`config.mk`:
```
export PLATFORM = sky130hd
export DESIGN_NAME = acq_scan_sequencer
export DESIGN_NICKNAME = d
export VERILOG_FILES = /design/src/rtl/acq_pkg.sv /design/src/rtl/acq_next_chan.sv /design/src/rtl/acq_scan_sequencer.sv
export SDC_FILE = /design/constraint.sdc
export NUM_CORES = 1
export LEC_CHECK = 0
export ABC_AREA = 1
export CAP_MARGIN = 25
export CORE_MARGIN = 2
export CORE_UTILIZATION = 44
export CTS_CLUSTER_DIAMETER = 40
export CTS_CLUSTER_SIZE = 14
export DETAILED_ROUTE_END_ITERATION = 16
export HOLD_SLACK_MARGIN = 0.03
export PLACE_DENSITY = 0.79
export SLEW_MARGIN = 25
export SYNTH_ARGS = -nofsm -noshare
export SYNTH_HDL_FRONTEND = slang
export SYNTH_HIERARCHICAL = 1
export SYNTH_SLANG_ARGS = --single-unit
```
`constraint.sdc`:
```
create_clock -name PCLK -period 2.05 [get_ports PCLK]
set_input_delay 0.41 -clock PCLK [delete_from_list [all_inputs] [get_ports PCLK]]
set_output_delay 0.41 -clock PCLK [all_outputs]
set_load 0.02 [all_outputs]
```
`src/rtl/acq_pkg.sv`:
```
// acq_pkg: shared types and constants for the acquisition scan sequencer.
// Command word layout, status bit indices and the scan FSM state encoding.
package acq_pkg;

  localparam int NUM_CH   = 8;
  localparam int CH_W     = $clog2(NUM_CH);
  localparam int PERIOD_W = 16;
  localparam int TMO_W    = 8;

  localparam int CMD_START_BIT = 31;
  localparam int CMD_CH_LSB    = 8;
  localparam int CMD_OP_LSB    = 0;

  localparam int DONE = 0;
  localparam int ERR  = 1;
  localparam int BUSY = 2;

  // A programmed timeout of 0 selects the full 2**TMO_W window
  localparam logic [TMO_W:0] TMO_FULL = {1'b1, {TMO_W{1'b0}}};

  typedef enum logic [2:0] {
    S_IDLE,
    S_ISSUE,
    S_WAIT,
    S_CAPTURE,
    S_NEXT
  } acq_state_e;

  function automatic logic [31:0] mk_cmd(
    input logic            start,
    input logic [CH_W-1:0] ch,
    input logic [3:0]      op
  );
    logic [31:0] c;
    c = '0;
    c[CMD_START_BIT]         = start;
    c[CMD_CH_LSB +: CH_W]    = ch;
    c[CMD_OP_LSB +: 4]       = op;
    return c;
  endfunction

endpackage

```
`src/rtl/acq_next_chan.sv`:
```
// acq_next_chan: priority finder for the next enabled channel.
// i_first searches from bit 0 inclusive; otherwise strictly above i_cur.
module acq_next_chan
  import acq_pkg::*;
(
  input  logic [NUM_CH-1:0] i_mask,
  input  logic [CH_W-1:0]   i_cur,
  input  logic              i_first,
  output logic [CH_W-1:0]   o_chan,
  output logic              o_found
);

  always_comb begin
    o_chan  = '0;
    o_found = 1'b0;
    // Descending walk so the lowest qualifying bit is the last to win
    for (int i = NUM_CH - 1; i >= 0; i--) begin
      if (i_mask[i] && (i_first || (i > int'(i_cur)))) begin
        o_chan  = CH_W'(i);
        o_found = 1'b1;
      end
    end
  end

endmodule

```
`src/rtl/acq_scan_sequencer.sv`:
```
// acq_scan_sequencer: periodic masked channel scanner that issues core
// commands, waits for done/timeout and writes results downstream.
module acq_scan_sequencer
  import acq_pkg::*;
(
  input  logic                PCLK,
  input  logic                PRESET,
  input  logic                cfg_en,
  input  logic [NUM_CH-1:0]   cfg_mask,
  input  logic [3:0]          cfg_op,
  input  logic [PERIOD_W-1:0] cfg_period,
  input  logic [TMO_W-1:0]    cfg_timeout,
  output logic [31:0]         core_cmd,
  input  logic [2:0]          core_status,
  input  logic [31:0]         core_result,
  output logic                res_valid,
  output logic [CH_W-1:0]     res_chan,
  output logic [31:0]         res_data,
  output logic                res_err,
  output logic                scan_done,
  output logic                overrun,
  output logic                busy
);

  acq_state_e          r_state;
  logic [NUM_CH-1:0]   r_mask;
  logic [3:0]          r_op;
  logic [CH_W-1:0]     r_chan;
  logic [CH_W-1:0]     r_nxt;
  logic                r_last;
  logic [PERIOD_W-1:0] r_period;
  logic [TMO_W:0]      r_tmo;
  logic                r_en_d;
  logic [31:0]         r_cmd;
  logic                r_res_valid;
  logic [CH_W-1:0]     r_res_chan;
  logic [31:0]         r_res_data;
  logic                r_res_err;
  logic                r_scan_done;
  logic                r_overrun;
  logic                r_busy;

  logic                w_idle;
  logic                w_start_ok;
  logic                w_en_rise;
  logic                w_done;
  logic                w_err;
  logic                w_tmo_hit;
  logic                w_stop;
  logic                w_found;
  logic                w_unused;
  logic [CH_W-1:0]     w_next;
  logic [NUM_CH-1:0]   w_src_mask;
  logic [TMO_W:0]      w_tmo_eff;
  logic [PERIOD_W-1:0] w_period_ld;

  assign w_idle     = (r_state == S_IDLE);
  assign w_done     = core_status[DONE];
  assign w_err      = core_status[ERR];
  assign w_unused   = core_status[BUSY];
  assign w_en_rise  = cfg_en && !r_en_d;
  assign w_tmo_hit  = (r_tmo == (TMO_W+1)'(1));
  assign w_src_mask = w_idle ? cfg_mask : r_mask;

  assign w_start_ok = cfg_en && (cfg_mask != '0)
                   && (r_period == '0);

  assign w_tmo_eff = (cfg_timeout == '0)
                   ? TMO_FULL
                   : {1'b0, cfg_timeout};

  assign w_period_ld = (cfg_period == '0)
                     ? '0
                     : cfg_period - 1'b1;

  // cfg_en is sampled in CAPTURE so scan_done can be registered into NEXT
  assign w_stop = !w_found || !cfg_en;

  acq_next_chan u_next (
    .i_mask  (w_src_mask),
    .i_cur   (r_chan),
    .i_first (w_idle),
    .o_chan  (w_next),
    .o_found (w_found)
  );

  always_ff @(posedge PCLK) begin
    if (PRESET) begin
      r_state     <= S_IDLE;
      r_mask      <= '0;
      r_op        <= '0;
      r_chan      <= '0;
      r_nxt       <= '0;
      r_last      <= 1'b0;
      r_period    <= '0;
      r_tmo       <= '0;
      r_en_d      <= 1'b0;
      r_cmd       <= '0;
      r_res_valid <= 1'b0;
      r_res_chan  <= '0;
      r_res_data  <= '0;
      r_res_err   <= 1'b0;
      r_scan_done <= 1'b0;
      r_overrun   <= 1'b0;
      r_busy      <= 1'b0;
    end else begin
      r_en_d      <= cfg_en;
      r_res_valid <= 1'b0;
      r_scan_done <= 1'b0;

      if (r_period != '0) begin
        r_period <= r_period - 1'b1;
      end

      if (w_en_rise) begin
        r_overrun <= 1'b0;
      end else if ((r_period == PERIOD_W'(1)) && !w_idle) begin
        r_overrun <= 1'b1;
      end

      unique case (r_state)
        S_IDLE: begin
          if (w_start_ok) begin
            r_period <= w_period_ld;
            r_mask   <= cfg_mask;
            r_op     <= cfg_op;
            r_chan   <= w_next;
            r_cmd    <= mk_cmd(1'b1, w_next, cfg_op);
            r_busy   <= 1'b1;
            r_state  <= S_ISSUE;
          end
        end
        S_ISSUE: begin
          r_cmd   <= mk_cmd(1'b0, r_chan, r_op);
          r_tmo   <= w_tmo_eff;
          r_state <= S_WAIT;
        end
        S_WAIT: begin
          if (w_done || w_tmo_hit) begin
            r_res_valid <= 1'b1;
            r_res_chan  <= r_chan;
            r_res_data  <= w_done ? core_result : '0;
            r_res_err   <= w_done ? w_err : 1'b1;
            r_state     <= S_CAPTURE;
          end else begin
            r_tmo <= r_tmo - 1'b1;
          end
        end
        S_CAPTURE: begin
          r_nxt       <= w_next;
          r_last      <= w_stop;
          r_scan_done <= w_stop;
          r_state     <= S_NEXT;
        end
        S_NEXT: begin
          if (r_last) begin
            r_busy  <= 1'b0;
            r_state <= S_IDLE;
          end else begin
            r_chan  <= r_nxt;
            r_cmd   <= mk_cmd(1'b1, r_nxt, r_op);
            r_state <= S_ISSUE;
          end
        end
        default: begin
          r_state <= S_IDLE;
        end
      endcase
    end
  end

  assign core_cmd  = r_cmd;
  assign res_valid = r_res_valid;
  assign res_chan  = r_res_chan;
  assign res_data  = r_res_data;
  assign res_err   = r_res_err;
  assign scan_done = r_scan_done;
  assign overrun   = r_overrun;
  assign busy      = r_busy;

endmodule

```
Yosys cells after proc, flatten, opt, wreduce, memory -nomap -nowiden
Cells that the tools add are included.
{"block": "classes", "n_addsub": 3, "n_lt_le_gt_ge": 7, "n_eq_ne": 11, "n_mux": 40, "bitwise": 2, "n_reduce_logical": 44}
{"op": "32-bit 2-to-1 mux", "n": 3}
{"op": "32-bit case mux with 3 select lines", "n": 1}
{"op": "16-bit 2-to-1 mux", "n": 4}
{"op": "3-bit 2-to-1 mux", "n": 12}
{"op": "16-bit zero test", "n": 2}
{"op": "16-bit by 1-bit subtractor with 16-bit output, second input constant", "n": 2}
{"op": "9-bit 2-to-1 mux", "n": 2}
{"op": "9-bit case mux with 2 select lines", "n": 1}
{"op": "16-bit by 1-bit equality test with 1-bit output, second input constant", "n": 1}
{"op": "16-bit nonzero test", "n": 1}
{"op": "3-bit case mux with 5 select lines", "n": 1}
{"op": "1-bit 2-to-1 mux", "n": 13}
{"op": "3-bit greater-than comparator, first input constant", "n": 4}
{"op": "1-bit logical AND", "n": 12}
{"op": "2-bit != test, second input constant", "n": 5}
{"op": "9-bit by 1-bit equality test with 1-bit output, second input constant", "n": 1}
{"op": "1-bit logical OR", "n": 9}
{"op": "3-bit AND reduction", "n": 3}
{"op": "9-bit by 1-bit subtractor with 9-bit output, second input constant", "n": 1}
{"op": "8-bit zero test", "n": 1}
{"op": "8-bit 2-to-1 mux", "n": 1}
{"op": "2-bit AND reduction", "n": 4}
{"op": "8-bit nonzero test", "n": 1}
{"op": "3-bit by 2-bit equality test with 1-bit output, second input constant", "n": 2}
{"op": "other kinds (12)", "n": 20}
{"block": "totals", "ff_bits": 120, "inputBits": 74, "out_inout_bits": 72, "word_cells": 124}

Longest topological paths before layout
Gate-level depths: netlist (run 1).
{"block": "logic_depth", "depth_word": 13, "mapped_depth": 18, "depth_no_buf": 17}

Cells and area by module
The synthesis (run 1) kept the hierarchy.
{"module": "acq_scan_sequencer", "instances": 1, "cells_each": 753, "area_per_inst_um2": 5007.3, "seq_area_each_um2": 1921.8}
{"module": "acq_next_chan", "instances": 1, "cells_each": 40, "area_per_inst_um2": 182.7, "seq_area_each_um2": 0.0}

Worst setup path before layout (run 1)
No wires, ideal clock.
{"block": "synth_path", "kind": "register to register", "from": "reg r_state[1]", "to": "reg r_cmd[8], in the netlist core_cmd[8]", "setup_time_ns": 0.115, "t_arrival_ns": 2.103, "t_required_ns": 1.935, "slack_ns": -0.169, "path_stages_with_launch": 17, "path_buffers": 1, "synth_period_minus_slack_ns": 2.219, "cell_sequence": "dfxtp_1 > inv_1 > nand2_1 > nor2_2 > clkbuf_1 > inv_2 > nand2_2 > nand2_1 > a21oi_1 > nor2_1 > nand2_1 > nand2_1 > inv_1 > nor2_1 > or2_2 > o21ai_1 > nor2_1"}
{"block": "synth_between", "elab_chain_len": 13, "elab_cells_between_ends": 33, "cone_classes": "eq/ne (4); mux (11); reduce/logical (18)"}
{"element": "start, declared", "line_no": "acq_scan_sequencer.sv:25", "rtl": "acq_state_e r_state;"}
{"element": "start signal, assigned", "line_no": "acq_scan_sequencer.sv:89", "rtl": "r_state <= S_IDLE;"}
{"element": "start signal, assigned", "line_no": "acq_scan_sequencer.sv:130", "rtl": "r_state <= S_ISSUE;"}
{"element": "start signal, assigned", "line_no": "acq_scan_sequencer.sv:136", "rtl": "r_state <= S_WAIT;"}
{"element": "3-bit zero test (*)", "line_no": "acq_scan_sequencer.sv:57", "rtl": "assign w_idle = (r_state == S_IDLE);"}
{"element": "via w_idle", "line_no": "acq_scan_sequencer.sv:43", "rtl": "logic w_idle;"}
{"element": "8-bit 2-to-1 mux / 1-bit logical OR (equally long branches)", "line_no": "acq_scan_sequencer.sv:63, acq_next_chan.sv:18"}
{"element": "1-bit logical AND", "line_no": "acq_next_chan.sv:18", "rtl": "if (i_mask[i] && (i_first || (i > int'(i_cur)))) begin"}
{"element": "3-bit 2-to-1 mux (7 in a row)", "line_no": "acq_next_chan.sv:18"}
{"element": "3-bit 2-to-1 mux (*)", "line_no": "acq_next_chan.sv:18"}
{"element": "via w_next[0]", "line_no": "acq_scan_sequencer.sv:52", "rtl": "logic [CH_W-1:0] w_next;"}
{"element": "32-bit 2-to-1 mux (*)", "line_no": "acq_scan_sequencer.sv:123", "rtl": "if (w_start_ok) begin"}
{"element": "32-bit case mux with 3 select lines (*)", "line_no": "acq_scan_sequencer.sv:121", "rtl": "unique case (r_state)"}
{"element": "end signal, assigned", "line_no": "acq_scan_sequencer.sv:128", "rtl": "r_cmd <= mk_cmd(1'b1, w_next, cfg_op);"}
{"element": "end signal, assigned", "line_no": "acq_scan_sequencer.sv:134", "rtl": "r_cmd <= mk_cmd(1'b0, r_chan, r_op);"}
{"element": "end signal, assigned", "line_no": "acq_scan_sequencer.sv:161", "rtl": "r_cmd <= mk_cmd(1'b1, r_nxt, r_op);"}
{"element": "end, declared", "line_no": "acq_scan_sequencer.sv:34", "rtl": "logic [31:0] r_cmd;"}
Mark *: on every way through the listed nets, which the timed path passes. The rest lies on a longest branch. The select of a mux whose other input is x is not followed.
A chain may end at the register's enable or synchronous reset.

Worst setup path in the final report (run 1)
{"block": "layout_path", "from": "reg r_state[1]", "to": "reg r_cmd[8], in the netlist core_cmd[8]"}
{"block": "layout_between", "elab_chain_len": 13, "elab_cells_between_ends": 33, "cone_classes": "eq/ne (4); mux (11); reduce/logical (18)"}
{"element": "3-bit zero test (*)", "line_no": "acq_scan_sequencer.sv:57"}
{"element": "8-bit 2-to-1 mux / 1-bit logical OR (equally long branches)", "line_no": "acq_scan_sequencer.sv:63, acq_next_chan.sv:18"}
{"element": "1-bit logical AND", "line_no": "acq_next_chan.sv:18"}
{"element": "3-bit 2-to-1 mux (7 in a row)", "line_no": "acq_next_chan.sv:18"}
{"element": "3-bit 2-to-1 mux (*)", "line_no": "acq_next_chan.sv:18"}
{"element": "via w_next[0]", "line_no": "acq_scan_sequencer.sv:52"}
{"element": "32-bit 2-to-1 mux (*)", "line_no": "acq_scan_sequencer.sv:123"}
{"element": "32-bit case mux with 3 select lines (*)", "line_no": "acq_scan_sequencer.sv:121"}
Marked as above.

==> results.toml, run 1 <==
[status]
outcome = "finished, violations left"
violations = "setup timing"

[global_routing]
grt_use_met3_pct = 3.13
antenna_found_initial = 0
grt_max_degree = 47
top_usage_layer = "met2"
grt_remaining_overflow = 0
use_met2_pct = 36.2
met1_usage_pct = 26.0
grt_pass1_vias = 4847
grt_pass1_wl_mm = 21.9
grt.total_usage_pct = 20.8

[floorplan]
fp-row-count = 39
start_util_pct = 45.3
ioPinCount = 146
coreArea_um2 = 11500
die_area_um2 = 12700
fp.dieW_um = 113
die_y_um = 113

[clock_network]
cts.sinks = 96
cts.clk_slew.worst_paths_ns = 0.07
cts_tree = "done"
clk_root_buffer_cell = "clkbuf_16"
holdBufCountCts = 0
h-tree-depth = 3
cts_buffers = 9
clk_latency_ns = 0.35
max-clock-path-buffers = 2

[synthesis]
yosysSeqAreaShare_pct = 37.0
syn_inst = 793
ys_warn_count = 6
syn_area_um2 = 5190
syn_avg_cell_area_um2 = 6.54
yosysTopAreaCellShare_pct = 37.0
synth_top_area_cell = "dfxtp_1"
synth_top_cells_by_area = "dfxtp_1, nand2_1, a21oi_1"
synth_seq_cells = 96
ys_types = 37

[detailed_routing]
ant_nets = 0
drc = 0
drt_wl_total_mm = 13.7
wl_per_cell_um = 12.6
via_count = 5321
drtPass1Iterations = 4
via_per_inst = 4.90
drt_iter0_markers = 225

[finish]
nNetsFinal = 1019
area_delta_synth_final_pct = 37.0
finalInstanceArea_um2 = 7110
num_antenna_cells = 0
drive_gt1_share_pct = 10.1

[worst_setup_path]
worstSetupPathDepth = 18
critPathMaxFanout = 7
worst_path_dominant_cell_family = "simple AND/OR/NAND/NOR gates"
worstSetupEndpointType = "flip-flop"
crit_buf_inv = 4
arrival_ns = 2.29
cpPeakStageDelay_ns = 0.33
cpMostUsedCell = "nand2_1"
path_class = "flip-flop to flip-flop"
reg2reg_depth = 18
crit_chain = "inv_2, nand2_4, nor2_4, buf_12, inv_2, nand3_2, nand2_2, nand3_1, nand2_1, nand2_1, nand2_1, nand2_1, nand2_1, inv_2, nor2_1, or2_4, o21ai_1, nor2_1"
start_kind = "flip-flop"
cp_slowest_cell = "dfxtp_2"
required_ns = 2.29

[timing]
hold_viol = 0
fmax_mhz = 486
whs_ns = 0.416
slew_violations = 0
final-setup-viol-count = 1
fin_crit_sh_pct = 100
fin_ws_ns = -0.00589
fin_crit_ns = 2.06
grt_setup_unrepaired = "yes"
finalClockSkew_ns = 0.00885

[power_and_ir_drop]
p_leak_nw = 3.04
peakVddDrop_uv = 737
fin_total_pwr_mw = 8.20
p_per_area_nw_per_um2 = 1150

[placement]
placed_area_um2 = 6700
place_ws_ns = -0.123
io_buffer_count = 120
gp_congestion = 0.874
dp.final_hpwl_mm = 9.84

[min_path]
worst_hold_path.num_cells = 2
holdCritPathClass = "primary input to flip-flop"

[flow_run]
cap_violations = 0
cell usage after synthesis:
cell type	number
nand2_1	207
nor2_1	111
dfxtp_1	96
a21oi_1	85
inv_1	72
o21ai_0	49
nand3_1	42
buf_4	24
clkbuf_1	18
xor2_1	14
nand4_1	8
xnor2_1	8
nor2_2	7
nor3_1	7
ha_1	6
buf_2	5
nand2_2	5
buf_6	3
or2_2	3
inv_2	2
nand3_2	2
nor2_4	2
o211ai_1	2
o21ai_1	2
a21boi_0	1
a41oi_1	1
and2_1	1
clkinv_1	1
conb_1	1
mux2i_1	1
nand3b_1	1
nor3b_2	1
nor4_1	1
o21a_1	1
o21ai_2	1
o22ai_1	1
or2_1	1
final cells by class:
type	count	area [um^2]
inverter	75	282
sequential	96	1920
timing repair buffer	162	1600
fill	1038	4360
tap	143	179
multi-input combinational	595	2820
clock inverter	5	63.8
clock buffer	10	239
final timing paths:
kind / to / startpoint / slack (ns)
worst max-delay path: core_cmd[8] / r_state[1] / -0.006
worst min-delay path: res_valid / PRESET / 0.42
worst max register to register: core_cmd[8] / r_state[1] / -0.006
worst min register to register: r_mask[7] / r_mask[7] / 0.45
cell usage in the layout (no fill, tap or decap), types with 2 or more instances in the layout:
| cell type | netlist | layout |
|---|---|---|
| o211ai_1 | 2 | 2 |
| or2_4 | 0 | 2 |
| o21ai_2 | 1 | 3 |
| xor2_1 | 14 | 14 |
| o21ai_0 | 49 | 45 |
| conb_1 | 1 | 24 |
| nand2_4 | 0 | 2 |
| nand2_1 | 207 | 205 |
| inv_2 | 2 | 5 |
| nand2_2 | 5 | 5 |
| inv_6 | 0 | 2 |
| nor2_1 | 111 | 109 |
| ha_1 | 6 | 6 |
| nor2_4 | 2 | 3 |
| nor3_1 | 7 | 7 |
| clkdlybuf4s50_1 | 0 | 119 |
| clkbuf_16 | 0 | 11 |
| nand3_1 | 42 | 41 |
| nand4_1 | 8 | 8 |
| xnor2_1 | 8 | 8 |
| buf_4 | 24 | 36 |
| buf_12 | 0 | 4 |
| a21oi_2 | 0 | 2 |
| dfxtp_1 | 96 | 94 |
| o21ai_1 | 2 | 4 |
| dfxtp_2 | 0 | 2 |
| a21oi_1 | 85 | 83 |
| nor2_2 | 7 | 8 |
| nand3_2 | 2 | 2 |
| inv_1 | 72 | 69 |
power breakdown:
group / switching, mW / leakage, nW / internal (mW)
clock: 0.741 / 0.146 / 0.983
combinational: 2.29 / 2.11 / 1.65
sequential: 0.266 / 0.780 / 2.26
total: 3.30 / 3.04 / 4.90
kinds of logic after synthesis:
family	synth area share, %
and+or+nand+nor	32.1
buffers and inverters	11.3
adders and majority gates	1.45
DFF	37.0
muxes	0.193
other	0.0723
xor gates and xnor gates	3.71
AOI/OAI and AO/OA	14.2
per-stage QoR:
stage	std cells	utilization, %	TNS [ns]
floorplan	816	-	0
finish	1086	62.0	-0.00589
detailed placement	1068	58.4	-0.791
global route	1086	62.0	-0.314
CTS	1083	61.0	0
global placement	1068	58.4	-0.446
routing by layer:
| metal | routed length (um) | share of wire [%] |
|---|---|---|
| met5 | 0 | 0 |
| met4 | 252 | 1.8 |
| met3 | 651 | 4.7 |
| met2 | 6810 | 50 |
| met1 | 5990 | 44 |
worst reg2reg max path: stages, from the launching register on:
cell	delay (ns)
dfxtp_2	0.33
inv_2	0.08
nand2_4	0.06
nor2_4	0.21
buf_12	0.15
inv_2	0.07
nand3_2	0.08
nand2_2	0.06
nand3_1	0.09
nand2_1	0.08
nand2_1	0.09
nand2_1	0.05
nand2_1	0.05
nand2_1	0.06
inv_2	0.06
nor2_1	0.05
or2_4	0.24
o21ai_1	0.11
nor2_1	0.04
registers in the layout, indices dropped and copies added, names as in the netlist, 4 cells and up:
name,flops
res_data,32
r_period,16
r_tmo,9
core_cmd,8
r_mask,8
r_op,4
what timing repair did:
item                                   4_1_cts  5_1_grt
setup endpoints to repair                    0        7
resized for setup                            0       22
endpoints found under the hold margin        0        0
setup buffers                                0        1
Power figures use the tool's default switching activity.
==> run 2, diff against run 1 <==
- clock period: 2.05 -> 1.7 ns (I/O delays scaled with it)
==> run 2 against run 1 <==
Compared with the run above:
- the run still ends with setup timing left
- global-route usage increased by 0.32 points
- sequential power is 20% higher
- critical path depth shrank 2
- clock skew shrank 0.0016 ns
- flip-flop and latch count unchanged
- routed wire length rose by 0.27%
- combinational power up 26%
- critical path type unchanged
- largest cell class unchanged
==> results.toml, run 2 (same netlist as run 1, synthesis figures left out) <==
[detailed_routing]
ant_nets = 0
drtPass1Iterations = 4
via_per_inst = 4.81
drt_iter0_markers = 271
via_count = 5362
drt_wl_total_mm = 13.7
wl_per_cell_um = 12.3
drc = 0

[worst_setup_path]
rrSetupSlack_ns = -0.22
arrival_ns = 2.20
required_ns = 1.98
critPathMaxFanout = 20
path_class = "flip-flop to flip-flop"
start_kind = "flip-flop"
worstSetupEndpointType = "flip-flop"

[floorplan]
start_util_pct = 45.3
coreArea_um2 = 11500
fp-row-count = 39
ioPinCount = 146
fp.dieW_um = 113
die_y_um = 113
die_area_um2 = 12700

[clock_network]
clk_latency_ns = 0.35
cts_buffers = 9
cts.sinks = 96
h-tree-depth = 3
cts_tree = "done"
max-clock-path-buffers = 2
cts.clk_slew.worst_paths_ns = 0.07
clk_root_buffer_cell = "clkbuf_16"

[timing]
fin_crit_sh_pct = 113
slew_violations = 0
hold_viol = 0
final-setup-viol-count = 9
finalClockSkew_ns = 0.00728
final.setup.tns_ns = -1.19
fin_crit_ns = 1.92
fmax_mhz = 520
grt_setup_unrepaired = "yes"
fin_ws_ns = -0.223

[power_and_ir_drop]
peakVddDrop_uv = 754
p_leak_nw = 3.21
fin_total_pwr_mw = 9.96
p_per_area_nw_per_um2 = 1350

[placement]
dp.cells = 1097
gp_congestion = 0.894
dp.final_hpwl_mm = 9.96
io_buffer_count = 120
place_ws_ns = -0.314
placed_area_um2 = 6970

[global_routing]
grt_max_degree = 38
grt_pass1_wl_mm = 22.3
grt_pass1_vias = 4864
antenna_found_initial = 0
grt.total_usage_pct = 21.1
grt_remaining_overflow = 0

[finish]
nNetsFinal = 1048
finalInstanceArea_um2 = 7380
drive_gt1_share_pct = 14.9
largest_reg_flops = 32
regArea_um2 = 1930
area_delta_synth_final_pct = 42.3
fin_cells = 1115
multiInputGateArea_um2 = 2870
num_antenna_cells = 0
fill_cells = 1028
final_cell_mix = "nand2_1, clkdlybuf4s50_1, nor2_1"
mostFrequentLayoutCell = "nand2_1"

[flow_run]
cap_violations = 0

[status]
outcome = "finished, violations left"
violations = "setup timing"

[min_path]
holdCritPathClass = "flip-flop to flip-flop"
-- run 2: cell count changes in the layout (fill, tap and decap cells not counted), sizes merged --
cell,before,now
buf,41,71
clkdlybuf4s50,119,116
dlymetal6s2s,0,3
bufinv,1,0
clkbuf,12,11
clkinv,2,3
clkinvlp,1,2
inv,76,75
-- run 2: layout make-up --
cell class	count	area share (%)
well taps	143	2.42
multi-input cells	595	38.9
repair buffers	191	24.9
clock buffers	10	3.24
clock inverters	5	0.559
flip-flops and latches	96	26.1
inverters	75	3.88
-- run 2: critical path, stage by stage (launching register included) --
cell	delay, ns
dfxtp_2	0.32
inv_2	0.07
nand2_4	0.06
nor2_4	0.12
buf_12	0.15
nand2_1	0.05
o21ai_1	0.07
inv_1	0.05
nor2_1	0.10
inv_1	0.09
nand2_1	0.07
nor2_1	0.06
nor3b_2	0.22
nand3_1	0.09
o211ai_1	0.10
nand3_1	0.11
a21oi_1	0.12
-- run 2: per-layer routing --
layer  GRT usage, %  vias to the layer above  wire [um]
met5              0                        -          0
met2           35.7                      148       6770
met3           3.83                       20        636
li1               -                     2827          -
met1           27.7                     2367       6100
met4           6.18                        0        242
-- run 2: power breakdown --
group	switching [mW]	internal, mW	leakage (nW)	total, mW
Combinational	2.85	2.13	2.30	4.99
Sequential	0.301	2.73	0.780	3.03
Clock	0.905	1.03	0.131	1.94
Total	4.06	5.90	3.21	9.96
-- run 2: metrics by stage --
| stage | hold WS (ns) | utilization [%] |
|---|---|---|
| floorplan | 0.425 | - |
| global placement | 0.433 | 60.8 |
| detailed placement | 0.440 | 60.8 |
| CTS | 0.451 | 63.3 |
| global route | 0.473 | 64.4 |
| finish | 0.448 | 64.4 |
-- run 2: final timing paths --
check             start      endpoint  cells after the start
min           r_mask[0]     r_mask[0]                      2
min reg2reg   r_mask[0]     r_mask[0]                      2
max          r_state[1]  core_cmd[10]                     16
max reg2reg  r_state[1]  core_cmd[10]                     16
-- run 2: timing repair --
item,CTS,global route
setup endpoints to repair,10,51
hold buffers,0,0
setup buffers,0,2
gates cloned,0,1
pin swaps,2,7
resized for setup,7,33
